### src/rtl/image_write784.sv
`default_nettype none
// ============================================================================
//  Module      : image_write784
//  Description : Writer side of the 28x28 (784-byte) image buffers that the
//                VGA image draw block scans. Accepts one framed valid/ready
//                byte stream per start request, in row-major order
//                (addr = row*28 + col), and writes it into one of three image
//                RAM slots. Reports frame completion and framing errors.
//  Revision    : 1.0  initial release
// ----------------------------------------------------------------------------
//  Ports
//    CLOCK_50    in   1       system clock, rising edge
//    RST         in   1       asynchronous reset, active-high
//    start       in   1       one-cycle request to receive one frame
//    slot_sel    in   2       target slot (0..2), sampled with start
//    in_data     in   8       pixel byte
//    in_valid    in   1       in_data valid
//    in_last     in   1       final byte of frame, qualified by in_valid
//    in_ready    out  1       writer accepts a byte this cycle
//    wr_address  out  ADDR_W  RAM write address, shared by all slots
//    wr_data     out  8       RAM write data
//    wr_en_0x    out  1       per-slot write strobe, at most one high
//    busy        out  1       frame in progress
//    done        out  1       pulse: full frame written
//    err_short   out  1       pulse: in_last arrived before the final byte
//    err_long    out  1       pulse: frame ran past the final byte
//    err_slot    out  1       pulse: start requested with slot_sel == 3
// ============================================================================
module image_write784 #(
    parameter int IMAGE_PIXELS = 784,
    parameter int ADDR_W       = 10
) (
    input  logic              CLOCK_50,
    input  logic              RST,
    input  logic              start,
    input  logic [1:0]        slot_sel,
    input  logic [7:0]        in_data,
    input  logic              in_valid,
    input  logic              in_last,
    output logic              in_ready,
    output logic [ADDR_W-1:0] wr_address,
    output logic [7:0]        wr_data,
    output logic              wr_en_00,
    output logic              wr_en_01,
    output logic              wr_en_02,
    output logic              busy,
    output logic              done,
    output logic              err_short,
    output logic              err_long,
    output logic              err_slot
);

    localparam logic [ADDR_W-1:0] c_last_addr = ADDR_W'(IMAGE_PIXELS - 1);

    typedef enum logic [1:0] {
        S_IDLE  = 2'd0,
        S_RECV  = 2'd1,
        S_DRAIN = 2'd2
    } state_t;

    state_t            r_state;
    logic [1:0]        r_slot;
    logic [ADDR_W-1:0] r_count;
    logic [ADDR_W-1:0] r_wr_address;
    logic [7:0]        r_wr_data;
    logic [2:0]        r_wr_en;
    logic              r_done;
    logic              r_err_short;
    logic              r_err_long;
    logic              r_err_slot;

    logic              w_busy;
    logic              w_beat;

    assign w_busy = (r_state != S_IDLE);
    assign w_beat = in_valid & w_busy;

    always_ff @(posedge CLOCK_50 or posedge RST) begin
        if (RST) begin
            r_state      <= S_IDLE;
            r_slot       <= 2'd0;
            r_count      <= '0;
            r_wr_address <= '0;
            r_wr_data    <= 8'd0;
            r_wr_en      <= 3'b000;
            r_done       <= 1'b0;
            r_err_short  <= 1'b0;
            r_err_long   <= 1'b0;
            r_err_slot   <= 1'b0;
        end else begin
            // Strobes and status flags are single-cycle pulses by default.
            r_wr_en     <= 3'b000;
            r_done      <= 1'b0;
            r_err_short <= 1'b0;
            r_err_long  <= 1'b0;
            r_err_slot  <= 1'b0;

            case (r_state)
                S_IDLE: begin
                    if (start) begin
                        if (slot_sel == 2'd3) begin
                            r_err_slot <= 1'b1;
                        end else begin
                            r_slot  <= slot_sel;
                            r_count <= '0;
                            r_state <= S_RECV;
                        end
                    end
                end

                S_RECV: begin
                    if (w_beat) begin
                        r_wr_address     <= r_count;
                        r_wr_data        <= in_data;
                        r_wr_en[r_slot]  <= 1'b1;
                        if (in_last) begin
                            // Status pulse lines up with the strobe of this byte.
                            if (r_count == c_last_addr) begin
                                r_done <= 1'b1;
                            end else begin
                                r_err_short <= 1'b1;
                            end
                            r_state <= S_IDLE;
                        end else if (r_count == c_last_addr) begin
                            // Buffer full but frame not terminated: swallow the rest.
                            r_state <= S_DRAIN;
                        end else begin
                            r_count <= r_count + ADDR_W'(1);
                        end
                    end
                end

                S_DRAIN: begin
                    if (w_beat && in_last) begin
                        r_err_long <= 1'b1;
                        r_state    <= S_IDLE;
                    end
                end

                default: begin
                    r_state <= S_IDLE;
                end
            endcase
        end
    end

    assign in_ready   = w_busy;
    assign busy       = w_busy;
    assign wr_address = r_wr_address;
    assign wr_data    = r_wr_data;
    assign wr_en_00   = r_wr_en[0];
    assign wr_en_01   = r_wr_en[1];
    assign wr_en_02   = r_wr_en[2];
    assign done       = r_done;
    assign err_short  = r_err_short;
    assign err_long   = r_err_long;
    assign err_slot   = r_err_slot;

endmodule
`default_nettype wire

### config.mk
export PLATFORM = sky130hd
export DESIGN_NAME = image_write784
export DESIGN_NICKNAME = d
export VERILOG_FILES = /design/src/rtl/image_write784.sv
export SDC_FILE = /design/constraint.sdc
export NUM_CORES = 1
export LEC_CHECK = 0
export BUFFER_PORTS_ARGS = -buffer_cell sky130_fd_sc_hd__buf_2
export CORE_MARGIN = 3
export CORE_UTILIZATION = 35
export CTS_BUF_LIST = sky130_fd_sc_hd__clkbuf_2 sky130_fd_sc_hd__clkbuf_4 sky130_fd_sc_hd__clkbuf_8
export DETAILED_ROUTE_END_ITERATION = 12
export PLACE_DENSITY_LB_ADDON = 0.08
export SLEW_MARGIN = 10
export SYNTH_ARGS = -nofsm -noshare
export SYNTH_HDL_FRONTEND = slang
export SYNTH_SLANG_ARGS = --single-unit
export TNS_END_PERCENT = 20
### constraint.sdc
create_clock -name CLOCK_50 -period 6 [get_ports CLOCK_50]
set_clock_uncertainty 0.1 [all_clocks]
set_input_delay 1.2 -clock CLOCK_50 [delete_from_list [all_inputs] [get_ports CLOCK_50]]
set_output_delay 1.2 -clock CLOCK_50 [all_outputs]
set_load 0.005 [all_outputs]
==> impl_metrics.env <==
export IMPL_internal_power_w=0.000495
export IMPL_fin_crit_sh_pct=51.1
export IMPL_ys_warn_count=0
export IMPL_worst_pin_slew_ps=1060
export IMPL_die_h_um=76.3
export IMPL_hold_start="wr_address[2]"
export IMPL_p_sw_w=0.000238
export IMPL_end_kind="flip-flop"
export IMPL_cpMaxStageDelayCell="nand3b_1"
export IMPL_synth_top_flop_cell="dfrtp_1"
export IMPL_post_cts_buffers=0
export IMPL_synth_seq_cells=39
export IMPL_ios=42
export IMPL_grt_usage_pct=14.1
export IMPL_p_sw_share_pct=32.4
export IMPL_grt_ovfl_total=0
export IMPL_grt_pass1_wl_um=6690
export IMPL_worstReg2RegStart="r_state[1]"
export IMPL_clkPwrFrac_pct=24.0
export IMPL_post_drt_wl_per_cell_um=14.3
export IMPL_multi_input_area_um2=682
export IMPL_synth_compound_area_share_pct=9.76
export IMPL_nets=220
export IMPL_syn_inst=164
export IMPL_antenna_found_initial=0
export IMPL_cpPeakStageDelay_ps=710
export IMPL_cts_max_path_buffers=2
export IMPL_synthArstFlopShare_pct=100
export IMPL_vias=1359
export IMPL_min_path_type="reg -> reg"
export IMPL_gp_congestion=0.802
export IMPL_grt_max_degree=40
export IMPL_ys_seq_area_share_pct=56.4
export IMPL_die_x_um=76.3
export IMPL_worst_r2r_cell_count=4
export IMPL_clockRootBuffer="clkbuf_8"
export IMPL_synth_edf_count=0
export IMPL_maxSlewViolCount=0
export IMPL_post_synth_and_or_nand_nor_area_fraction_pct=22.6
export IMPL_power_leakage_nw=1.01
export IMPL_pwr_density_cell_nw_per_um2=356
export IMPL_viasPerCell=5.03
export IMPL_syn_area_um2=1730
export IMPL_crit_required_ps=6120
export IMPL_htree_num_levels=2
export IMPL_reg2reg_to="r_count[1]"
export IMPL_crit_fanout=26
export IMPL_antenna_cells=0
export IMPL_synthAdderAreaFrac_pct=0.723
export IMPL_totalWireLength_um=3860
export IMPL_dpl_hpwl_um=2720
export IMPL_synth_top_family_by_area="simple AND/OR/NAND/NOR gates"
export IMPL_synthMuxAreaShare_pct=6.36
export IMPL_ys_types=38
export IMPL_status="completed"
export IMPL_path_class="in -> reg"
export IMPL_cp_arrival_ps=3180
export IMPL_cts_made_buffers=5
export IMPL_drt_initial_drc_count=30
export IMPL_port_buffers=41
export IMPL_area_growth_pct=19.0
export IMPL_clkLatencyLatePin_ps=290
export IMPL_fillers=471
export IMPL_regArea_um2=976
export IMPL_setup_viol=0
export IMPL_ctsHoldBuffers=0
export IMPL_timing_fmax_mhz=326
export IMPL_rsz0062_at_grt="false"
export IMPL_hold_viol=0
export IMPL_crit_chain="buf_2 -> nand3b_1 -> o22ai_2 -> and2_4 -> mux2i_1"
export IMPL_dp_cells=262
export IMPL_cts_resized=0
export IMPL_ir_drop_uv=165
export IMPL_syn_area_per_cell_um2=10.6
export IMPL_core_area_um2=4560
export IMPL_placementRows=24
export IMPL_ant_nets=0
export IMPL_drc_errors=0
export IMPL_start_util_pct=37.9
export IMPL_firstDrtPassIters=4
export IMPL_hold_path_depth=2
export IMPL_clkSinkCount=39
export IMPL_reg2reg_slack_ps=3460
export IMPL_syn_num_nets=180
export IMPL_yosys_area_share_xor_xnor_pct=0
export IMPL_p_comb_share_pct=24.4
export IMPL_layout_cells_non_filler=270
export IMPL_p_seq_share_pct=51.6
export IMPL_hold_end="wr_address[2]"
export IMPL_layout_drive_gt1_share_pct=30.7
export IMPL_cts_tree="built"
export IMPL_die_area_um2=5820
export IMPL_finalSetupTns_ps=0
export IMPL_period_needed_ps=3070
export IMPL_clkTransAtPathRegs_ps=80
export IMPL_drv_cap=0
export IMPL_relSlewSlack_pct=28.8
export IMPL_grt_pass1_vias=1460
export IMPL_cp_start_kind="input port"
==> cells in the final DEF, fill, tap and decap left out, types with 2 or more instances in the layout <==
master     instances
and3_1             3
buf_2             41
nand3_1           11
and2_1             2
inv_1              5
nor3_1             8
dfrtp_1           39
o21ai_0            7
a21oi_1            2
a32o_1             3
nor3b_1            3
nand2b_1           2
nor2b_1            3
mux2_2             8
o211ai_1           2
nand2_1           30
o2bb2ai_1          3
clkbuf_8           5
nor2_1             6
mux2i_1            2
==> worst max-delay path, delay by kind of cell <==
family / cells / cell delay (ps)
multiplexers: 1 / 180
AND/OR/NAND/NOR: 2 / 1010
buffers and inverters: 1 / 120
AO/OA/AOI/OAI: 1 / 660
==> worst max path at each step <==
stage                        start    endpoint  slack [ps]  cells after the start
after floorplan              start  r_count[1]        3280                      6
after global placement    in_valid  r_count[3]        2690                      5
after detailed placement  in_valid  r_count[3]        2630                      5
after CTS                 in_valid  r_count[3]        2920                      5
after global routing      in_valid  r_count[8]        2740                      5
final                     in_valid  r_count[1]        2930                      5
==> Yosys cell counts, drive strengths merged (3+ instances only) <==
master	n	share of area [%]
a32o	3	1.7
and2	3	1.2
and3	3	1.1
buf	3	1.7
clkbuf	6	1.4
dfrtp	39	56
inv	5	1.1
mux2	8	5.2
nand2	30	6.5
nand3	11	3.2
nor2	6	1.3
nor2b	3	1.1
nor3	8	2.3
nor3b	3	1.3
o21ai	7	2.0
o2bb2ai	3	1.5
==> metrics by stage <==
| stage | instance area [um2] | total power (W) | util [%] | hold slack (ps) | worst slack (ps) |
|---|---|---|---|---|---|
| 2_1_floorplan | 1730 | 0.000488 | - | 346 | 3280 |
| 3_3_place_gp | 1970 | 0.000559 | 43.2 | 360 | 2690 |
| 3_5_place_dp | 1970 | 0.000565 | 43.2 | 361 | 2630 |
| 4_1_cts | 2060 | 0.000745 | 45.1 | 379 | 2920 |
| 5_1_grt | 2060 | 0.000790 | 45.1 | 400 | 2740 |
| 6_report | 2060 | 0.000733 | 45.1 | 375 | 2930 |
==> cell type report <==
type / count / area share (%)
flip-flops and latches: 39 / 47.4
multi-input cells: 111 / 33.1
repair buffers: 42 / 10.3
well taps: 65 / 3.95
clock buffers: 6 / 3.71
inverters: 5 / 0.911
clock inverters: 2 / 0.608
==> power groups by stage <==
stage | clock network, W | registers, W | logic [W]
6_report | 0.000176 | 0.000378 | 0.000179
5_1_grt | 0.000195 | 0.000389 | 0.000205
4_1_cts | 0.000184 | 0.000378 | 0.000183
3_5_place_dp | 0 | 0.000383 | 0.000182
3_3_place_gp | 0 | 0.000380 | 0.000179
2_1_floorplan | 0 | 0.000369 | 0.000119
==> registers in the layout, summed over array words and instances (netlist names) <==
signal      flops
r_slot          2
done            1
r_state         2
wr_address     10
r_wr_en         3
err_slot        1
err_long        1
err_short       1
r_count        10
wr_data         8
==> kinds of logic after synthesis <==
kind of cell / after synthesis
multiplexers: 10
AO/OA/AOI/OAI: 23
buffers and inverters: 14
flip-flops: 39
adder cells (fa/ha/maj): 1
AND/OR/NAND/NOR: 77
==> per-layer routing <==
layer	vias to the layer above	routed length (um)	global-route usage [%]
met5	-	0	0
met4	0	70	6.70
met3	9	259	4.37
met2	45	1760	22.9
met1	650	1780	17.1
li1	655	-	-
Power figures use the tool's default switching activity.
